[config.mk]
export PLATFORM = sky130hd
export DESIGN_NAME = spi_flash_cmd_seq
export DESIGN_NICKNAME = d
export VERILOG_FILES = /design/src/rtl/spi_flash_cmd_seq.sv
export SDC_FILE = /design/constraint.sdc
export NUM_CORES = 1
export LEC_CHECK = 0
export BUFFER_PORTS_ARGS = -buffer_cell sky130_fd_sc_hd__buf_2
export CAP_MARGIN = 5
export CORE_AREA = 3 3 112 93
export DETAILED_ROUTE_END_ITERATION = 6
export DIE_AREA = 0 0 115 96
export PLACE_DENSITY = 0.79
export SYNTH_ARGS = -nofsm -noshare
export SYNTH_HDL_FRONTEND = slang
export SYNTH_SLANG_ARGS = --single-unit
[constraint.sdc]
create_clock -name clk -period 3.03 [get_ports clk]
set_input_delay 0.606 -clock clk [delete_from_list [all_inputs] [get_ports clk]]
set_output_delay 0.606 -clock clk [all_outputs]
set_load 0.005 [all_outputs]
[src/rtl/spi_flash_cmd_seq.sv]
// Sequencer that takes a command packet from the EP2 OUT buffer, plays its bytes
// to the SPI flash under a single chip-select window and echoes the exchange into EP1 IN.
module spi_flash_cmd_seq #(
  parameter int J_CMD_SPI = 30,
  parameter int MAX_LEN   = 512,
  parameter int CS_GAP    = 4
) (
  input  logic        clk,
  input  logic        reset_n,
  input  logic        cmd_hasdata,
  input  logic [9:0]  cmd_len,
  output logic [10:0] cmd_addr,
  input  logic [7:0]  cmd_q,
  output logic        cmd_arm,
  input  logic        cmd_arm_ack,
  output logic        spi_cs_n,
  output logic        spi_start,
  output logic [7:0]  spi_tx,
  input  logic [7:0]  spi_rx,
  input  logic        spi_done,
  output logic [10:0] rsp_addr,
  output logic [7:0]  rsp_data,
  output logic        rsp_wren,
  input  logic        rsp_ready,
  output logic        rsp_commit,
  output logic [10:0] rsp_commit_len,
  input  logic        rsp_commit_ack,
  output logic        busy
);

  typedef enum logic [3:0] {
    IDLE, FETCH, CHECK, CS_SETUP, XFER, WAIT_DONE, CS_HOLD, RSP_WAIT, COMMIT, ARM
  } t_state;

  t_state      r_state;
  logic        r_phase;
  logic [9:0]  r_len;
  logic [7:0]  r_byte0;
  logic [10:0] r_idx;
  logic [15:0] r_gap;
  logic [10:0] r_cmd_addr;
  logic        r_cmd_arm;
  logic        r_spi_cs_n;
  logic        r_spi_start;
  logic [7:0]  r_spi_tx;
  logic [10:0] r_rsp_addr;
  logic [7:0]  r_rsp_data;
  logic        r_rsp_wren;
  logic        r_rsp_commit;
  logic [10:0] r_rsp_commit_len;

  logic w_valid;
  logic w_last;
  logic w_gap_done;

  assign w_valid    = (r_byte0 == 8'(J_CMD_SPI)) && (r_len >= 10'd2) &&
                      ({1'b0, r_len} <= 11'(MAX_LEN));
  assign w_last     = (r_idx == ({1'b0, r_len} - 11'd1));
  assign w_gap_done = (r_gap == 16'(CS_GAP - 1));

  assign cmd_addr       = r_cmd_addr;
  assign cmd_arm        = r_cmd_arm;
  assign spi_cs_n       = r_spi_cs_n;
  assign spi_start      = r_spi_start;
  assign spi_tx         = r_spi_tx;
  assign rsp_addr       = r_rsp_addr;
  assign rsp_data       = r_rsp_data;
  assign rsp_wren       = r_rsp_wren;
  assign rsp_commit     = r_rsp_commit;
  assign rsp_commit_len = r_rsp_commit_len;
  assign busy           = (r_state != IDLE);

  // r_phase splits FETCH and XFER into address and data cycles of the registered-read buffer.
  always_ff @(posedge clk or negedge reset_n) begin
    if (!reset_n) begin
      r_state          <= IDLE;
      r_phase          <= 1'b0;
      r_len            <= '0;
      r_byte0          <= '0;
      r_idx            <= '0;
      r_gap            <= '0;
      r_cmd_addr       <= '0;
      r_cmd_arm        <= 1'b0;
      r_spi_cs_n       <= 1'b1;
      r_spi_start      <= 1'b0;
      r_spi_tx         <= '0;
      r_rsp_addr       <= '0;
      r_rsp_data       <= '0;
      r_rsp_wren       <= 1'b0;
      r_rsp_commit     <= 1'b0;
      r_rsp_commit_len <= '0;
    end else begin
      r_spi_start <= 1'b0;
      r_rsp_wren  <= 1'b0;
      case (r_state)
        IDLE: begin
          if (cmd_hasdata) begin
            r_cmd_addr <= '0;
            r_len      <= cmd_len;
            r_phase    <= 1'b0;
            r_state    <= FETCH;
          end
        end
        FETCH: begin
          if (r_phase) begin
            r_byte0 <= cmd_q;
            r_state <= CHECK;
          end else begin
            r_phase <= 1'b1;
          end
        end
        CHECK: begin
          if (w_valid) begin
            r_rsp_addr <= '0;
            r_rsp_data <= r_byte0;
            r_rsp_wren <= 1'b1;
            r_spi_cs_n <= 1'b0;
            r_gap      <= '0;
            r_state    <= CS_SETUP;
          end else begin
            r_cmd_arm <= 1'b1;
            r_state   <= ARM;
          end
        end
        CS_SETUP: begin
          if (w_gap_done) begin
            r_idx      <= 11'd1;
            r_cmd_addr <= 11'd1;
            r_phase    <= 1'b0;
            r_state    <= XFER;
          end else begin
            r_gap <= r_gap + 16'd1;
          end
        end
        XFER: begin
          if (r_phase) begin
            r_spi_tx    <= cmd_q;
            r_spi_start <= 1'b1;
            r_state     <= WAIT_DONE;
          end else begin
            r_phase <= 1'b1;
          end
        end
        WAIT_DONE: begin
          if (spi_done) begin
            r_rsp_addr <= r_idx;
            r_rsp_data <= spi_rx;
            r_rsp_wren <= 1'b1;
            if (w_last) begin
              r_spi_cs_n <= 1'b1;
              r_gap      <= '0;
              r_state    <= CS_HOLD;
            end else begin
              r_idx      <= r_idx + 11'd1;
              r_cmd_addr <= r_idx + 11'd1;
              r_phase    <= 1'b0;
              r_state    <= XFER;
            end
          end
        end
        CS_HOLD: begin
          if (w_gap_done) r_state <= RSP_WAIT;
          else            r_gap   <= r_gap + 16'd1;
        end
        RSP_WAIT: begin
          if (rsp_ready) begin
            r_rsp_commit     <= 1'b1;
            r_rsp_commit_len <= {1'b0, r_len};
            r_state          <= COMMIT;
          end
        end
        COMMIT: begin
          if (rsp_commit_ack) begin
            r_rsp_commit     <= 1'b0;
            r_rsp_commit_len <= '0;
            r_cmd_arm        <= 1'b1;
            r_state          <= ARM;
          end
        end
        ARM: begin
          if (cmd_arm_ack) begin
            r_cmd_arm <= 1'b0;
            r_state   <= IDLE;
          end
        end
        default: r_state <= IDLE;
      endcase
    end
  end

endmodule

==> results of run 1 <==
[cell families (layout without fill, tap and decap cells)]
| family | Yosys count | in the layout |
|---|---|---|
| AND/OR/NAND/NOR | 215 | 215 |
| AO/OA/AOI/OAI | 128 | 128 |
| flip-flops | 103 | 103 |
| buffers and inverters | 54 | 138 |
| XOR/XNOR | 24 | 24 |
| multiplexers | 21 | 21 |
| adder cells (fa/ha/maj) | 4 | 4 |
| other | 1 | 1 |
[power by group through the flow]
stage | clock network [uW] | logic, uW | registers (uW)
finish | 1100 | 2110 | 2380
global route | 1170 | 2350 | 2440
CTS | 1110 | 2110 | 2350
detailed placement | 0 | 2080 | 2370
global placement | 0 | 2000 | 2340
floorplan | 0 | 1480 | 2190
[critical path: stages, from the launching register on]
cell,delay (ns)
dfrtp_1,0.50
nor4_4,0.34
nand2_1,0.11
xnor2_1,0.14
o32a_1,0.37
or4b_4,0.55
or2_4,0.31
buf_4,0.18
a32o_1,0.25
[final cells by class]
cell class	instances	area, um^2	area share (%)
multi-input combinational	393	2487	40.41
sequential	103	2579	41.90
clock buffer	9	225.2	3.659
timing repair buffer	107	603.1	9.799
tap	119	148.9	2.419
clock inverter	7	55.05	0.8945
inverter	15	56.30	0.9148
[flip-flops by register name, summed over array words and instances, names as in the netlist]
name / count
spi_tx: 8
r_byte0: 8
r_idx: 11
rsp_commit_len: 10
cmd_addr: 11
spi_start: 1
rsp_commit: 1
rsp_wren: 1
r_len: 10
rsp_addr: 11
cmd_arm: 1
rsp_data: 8
spi_cs_n: 1
r_gap: 16
r_phase: 1
r_state: 4
[placed cells by master, fill, tap and decap left out, types with 7 or more instances in the layout]
master     count
buf_4         21
dfrtp_1      102
a31o_1         9
nor2_1        28
a31oi_1       19
o2bb2ai_1      8
xor2_1        10
nor3_1        11
nor2b_1        9
nand3_1       27
xnor2_1       14
inv_1         13
buf_2         85
o21ai_0       24
a21oi_1       10
o31ai_1        7
a22o_1        12
mux2_2        19
clkbuf_16      9
and3_1         9
nand2_1       88
[per-layer routing]
layer / track usage (%) / share of wire (%)
met1: 35.68 / 46
met2: 37.38 / 46
met3: 5.657 / 6.3
met4: 8.407 / 2.0
met5: 0 / 0
[metrics by stage]
step                      std cells  util [%]  setup slack, ns
after floorplan                 550         -           0.2719
after global placement          737     62.09           0.1416
after detailed placement        737     62.09          0.08831
after CTS                       753     65.06          0.06637
after global routing            753     65.14          0.07575
final                           753     65.14           0.1810
[worst max path at each step]
stage | startpoint | end | depth (start not counted) | slack, ns
after global routing | r_len[1] | cmd_addr[9] | 10 | 0.08
after CTS | r_len[2] | r_gap[7] | 8 | 0.07
after global placement | r_len[2] | r_gap[7] | 8 | 0.14
final | r_len[2] | r_gap[7] | 8 | 0.18
after detailed placement | r_len[2] | r_gap[7] | 8 | 0.09
after floorplan | r_len[2] | r_gap[14] | 9 | 0.27
==> key figures, run 1 <==
Logic synthesis
  – Largest family of logic cells by synthesized area: simple AND/OR/NAND/NOR gates
  – Sequential area share after synthesis: 48.68%
  – Mapped Area: 5298 um^2
  – Ys async rst share: 100.0%
  – Mapped Avg Cell Area: 9.632 um^2
  – Mux contribution to synthesized area: 4.417%
  – EDFF count, synth: 0
  – XOR/XNOR share of the synthesized area: 3.968%
  – Ranking of synthesized cells by area: dfrtp_1, nand2_1, mux2_2
  – Syn Inst Count: 550
  – Netlist cell types: 61
  – Top cell type by total area after synthesis: dfrtp_1
  – Top-area cell type share of the netlist area: 48.18%
  – Simple-gate portion of the synthesized area: 19.82%
  – Synth top cells by count: dfrtp_1, nand2_1, clkbuf_1, nor2_1, nand3_1
  – Synth Area in Adders: 0.9447%
  – Cell with the most instances after synthesis: dfrtp_1
  – Syn_nets: 587
  – FF+latch count, synth: 103
  – Main synth FF type: dfrtp_1
  – Synth Area in Compound Gates: 17.60%
  – Synth warn: 0

Floorplanning
  – Die W: 115 um
  – DIE HEIGHT: 96 um
  – I/O pins: 88
  – Core Area: 9449 um^2
  – Effective utilization at floorplan: 56.06%
  – Full die area: 11040 um^2
  – Rows: 32

Power and ir drop
  – Sw Share: 39.07%
  – Combinational share of power: 37.8%
  – Power Density: 908.0 nW/um^2
  – Sw Pwr: 2183 uW
  – Internal: 3405 uW
  – Design Power: 5588 uW
  – Clock share of power: 19.6%
  – Lkg Pwr: 0.002874 uW
  – Maximum vdd drop: 0.0006045 V
  – Sequential share of power: 42.6%

Global routing
  – Initial antenna violation count: 0
  – GRT overflow: 0
  – Vias in the first global route: 4339
  – Wire length of the first global-routing pass: 21.71 mm
  – GR Util All Layers: 24.86%
  – Largest net degree at the start of global routing: 66

Timing
  – Fin. Hold Viols: 0
  – Min cycle time layout: 2.849 ns
  – Worst Max-Slew Pin Slew: 0.7861 ns
  – Clock Skews: 0.009817 ns
  – Period Utilization, post-route: 94.03%
  – RSZ-0062 raised after global routing: no
  – Max-slew violation count: 0
  – Setup Viol. Count Final: 0
  – Hold WS: 0.2284 ns
  – Setup_tns: 0 ns
  – Fmax: 351.0 MHz
  – Worst slew margin: 47.40%

CTS
  – Sink Count: 103
  – Cts hold-fix bufs: 0
  – Skew-Pair Late Insertion Delay: 0.35 ns
  – Max Buffers Root-to-Sink: 2
  – Total CTS buffers: 9
  – Post_cts resized: 0
  – Reg clk slew, reported paths: 0.07 ns
  – H-tree levels: 3
  – CTS root buffer: clkbuf_16
  – Setup bufs post-CTS: 0
  – CTS tree: built

Setup path
  – R2r worst-path depth: 8
  – Setup slack, reg-to-reg: 0.18 ns
  – Setup CP Type: reg2reg
  – Worst R2R Start: r_len[2]
  – CP required: 3.27 ns
  – Arrival @ worst endpoint: 3.08 ns
  – Worst Setup End Kind: flip-flop
  – Crit path launch type: flip-flop
  – Crit path max fanout: 11
  – Reg2reg end: r_gap[7]

Route
  – Initial DRC count: 305
  – Antenna Nets Post-Route: 0
  – Final WL: 13.51 mm
  – Wire per inst: 17.94 um
  – Via count: 4511
  – Mean number of vias per cell: 5.991
  – DRC viols: 0
  – First-pass iteration count of the detailed router: 5

Layout
  – NumNets Final: 666
  – # fillers: 737
  – Cell area after layout: 6155 um^2
  – Diodes inserted: 0
  – Layout cell share with drive strength beyond 1: 24.92%
  – Syn-to-layout area delta: 16.18%

Worst hold path
  – Tightest Hold Check Type: in2async

Place
  – Area after DPL: 5867 um^2
  – Number of I/O port buffers: 86
  – HPWL Detailed: 9.664 mm
  – Routability cong.: 0.8558

Run status
  – Run status: finished, final reports clean

Flow run
  – Max_cap viols: 0
Note: power is estimated with default switching activity, not from simulation.
==> inputs of run 2 (changes only) <==
--- a/config.mk
+++ b/config.mk
@@ -11,6 +11,7 @@
 export DETAILED_ROUTE_END_ITERATION = 6
 export DIE_AREA = 0 0 115 96
 export PLACE_DENSITY = 0.79
+export REMOVE_ABC_BUFFERS = 1
 export SYNTH_ARGS = -nofsm -noshare
 export SYNTH_HDL_FRONTEND = slang
 export SYNTH_SLANG_ARGS = --single-unit
==> key figures, run 2 (synthesis results as in run 1) <==
Power and ir drop
  – Clock share of power: 21.6%
  – Sequential share of power: 41.5%
  – Combinational share of power: 36.8%
  – Power Density: 908.2 nW/um^2
  – Internal: 3583 uW
  – Sw Pwr: 2044 uW
  – Maximum vdd drop: 0.0005218 V
  – Lkg Pwr: 0.002902 uW
  – Sw Share: 36.32%

Floorplanning
  – Effective utilization at floorplan: 56.06%
  – Core Area: 9449 um^2
  – DIE HEIGHT: 96 um
  – Rows: 32
  – Full die area: 11040 um^2
  – Die W: 115 um
  – I/O pins: 88

CTS
  – H-tree levels: 3
  – CTS root buffer: clkbuf_16
  – Skew-Pair Late Insertion Delay: 0.35 ns
  – Setup bufs post-CTS: 0
  – Cts hold-fix bufs: 0
  – Reg clk slew, reported paths: 0.06 ns
  – Post_cts resized: 0
  – Sink Count: 103
  – Max Buffers Root-to-Sink: 2
  – CTS tree: built
  – Total CTS buffers: 9

Timing
  – Worst Max-Slew Pin Slew: 0.6099 ns
  – Setup Viol. Count Final: 0
  – Final WS setup: 0.2167 ns
  – Min cycle time layout: 2.813 ns
  – Worst slew margin: 59.34%
  – RSZ-0062 raised after global routing: no
  – Setup_tns: 0 ns
  – Period Utilization, post-route: 92.85%
  – Clock Skews: 0.006814 ns
  – Fmax: 355.5 MHz
  – Fin. Hold Viols: 0
  – Max-slew violation count: 0

Route
  – DR top layer: met4
  – DRC viols: 0
  – Via count: 4487
  – WL met3: 882 um
  – Antenna Nets Post-Route: 0
  – First-pass iteration count of the detailed router: 5
  – Initial DRC count: 256
  – Routed length on met1: 5.609 mm
  – Wire per inst: 16.93 um
  – Final WL: 12.75 mm
  – Mean number of vias per cell: 5.959
  – WL met2: 6.047 mm

Setup path
  – R2r worst-path depth: 9
  – Crit path max fanout: 13
  – Crit-path cells: buf_4 > nor2_1 > nand3_1 > a2111oi_2 > o21ai_1 > or4b_4 > or2_4 > buf_4 > a31o_2
  – Crit path launch type: flip-flop
  – Worst Setup SP: r_len[0]
  – Critical path depth in cells: 9
  – CP required: 3.27 ns
  – CP peak stage delay: 0.51 ns
  – CP max-delay cell: or4b_4
  – Critical path's top delay family: simple AND/OR/NAND/NOR gates
  – Setup CP Type: reg2reg
  – Worst R2R Start: r_len[0]
  – CP bufs+invs: 2
  – Most Frequent Cell on Critical Path: buf_4
  – Arrival @ worst endpoint: 3.05 ns
  – Worst Setup End Kind: flip-flop

Place
  – Routability cong.: 0.9361
  – HPWL Detailed: 9.108 mm
  – Worst slack at placement: 0.02594 ns
  – Area after DPL: 5874 um^2
  – Number of I/O port buffers: 86
  – Placed insts: 738

Layout
  – Most common cell after layout, fill and taps aside: dfrtp_1
  – Syn-to-layout area delta: 16.93%
  – Max reg flops: 16
  – Top reg by flops: r_gap
  – NumNets Final: 667
  – Cell area after layout: 6195 um^2
  – Layout cell share with drive strength beyond 1: 24.76%
  – Commonest non-fill, non-tap cells in the layout: dfrtp_1, nand2_1, buf_2
  – Final std cells w/o fill: 753
  – Diodes inserted: 0

Global routing
  – Largest net degree at the start of global routing: 48
  – GRT overflow: 0
  – Wire length of the first global-routing pass: 21.05 mm
  – GR Util All Layers: 23.96%
  – Initial antenna violation count: 0
  – Vias in the first global route: 4339

Flow run
  – Max_cap viols: 0

Run status
  – Run status: finished, final reports clean

Worst hold path
  – Tightest Hold Check Type: in2async
-- run 2: cell count changes in the layout (fill, tap and decap cells not counted), sizes merged --
cell,before,now
inv,16,13
clkbuf,9,11
buf,107,108
clkinvlp,2,0
bufinv,0,2
-- run 2: final cells by class --
class / instances / area [um^2]
clock buffer: 11 / 242.7
clock inverter: 4 / 70.07
fill: 773 / 3254
inverter: 15 / 56.30
multi-input combinational: 393 / 2487
sequential: 103 / 2579
tap: 119 / 148.9
timing repair buffer: 108 / 610.6
-- run 2: power by group through the flow --
stage               combinational (uW)  sequential, uW  clock [uW]
floorplan                         1290            2290           0
global placement                  2010            2320           0
detailed placement                2070            2340           0
CTS                               2080            2330        1250
global route                      2330            2410        1300
finish                            2070            2340        1220
-- run 2: stage by stage --
step                      hold slack [ns]  utilization (%)  total power [uW]
after floorplan                    0.3104                -              3578
after detailed placement           0.4603            62.17              4410
after global routing               0.2771            65.56              6035
after CTS                          0.2687            65.48              5656
final                              0.2471            65.56              5626
after global placement             0.4540            62.17              4325
-- run 2: worst paths after layout --
| check | end | slack (ns) |
|---|---|---|
| max | r_gap[15] | 0.22 |
| max in group asynchronous | spi_cs_n | 2.11 |
| min | rsp_addr[6] | 0.25 |
| min in group clk | spi_cs_n | 0.46 |
| max reg2reg | r_gap[15] | 0.22 |
| min reg2reg | spi_cs_n | 0.46 |
-- run 2: per-layer routing --
| layer | GRT usage [%] | vias up |
|---|---|---|
| li1 | - | 2125 |
| met1 | 31.98 | 2171 |
| met2 | 38.25 | 167 |
| met3 | 6.097 | 24 |
| met4 | 8.211 | 0 |
| met5 | 0 | - |
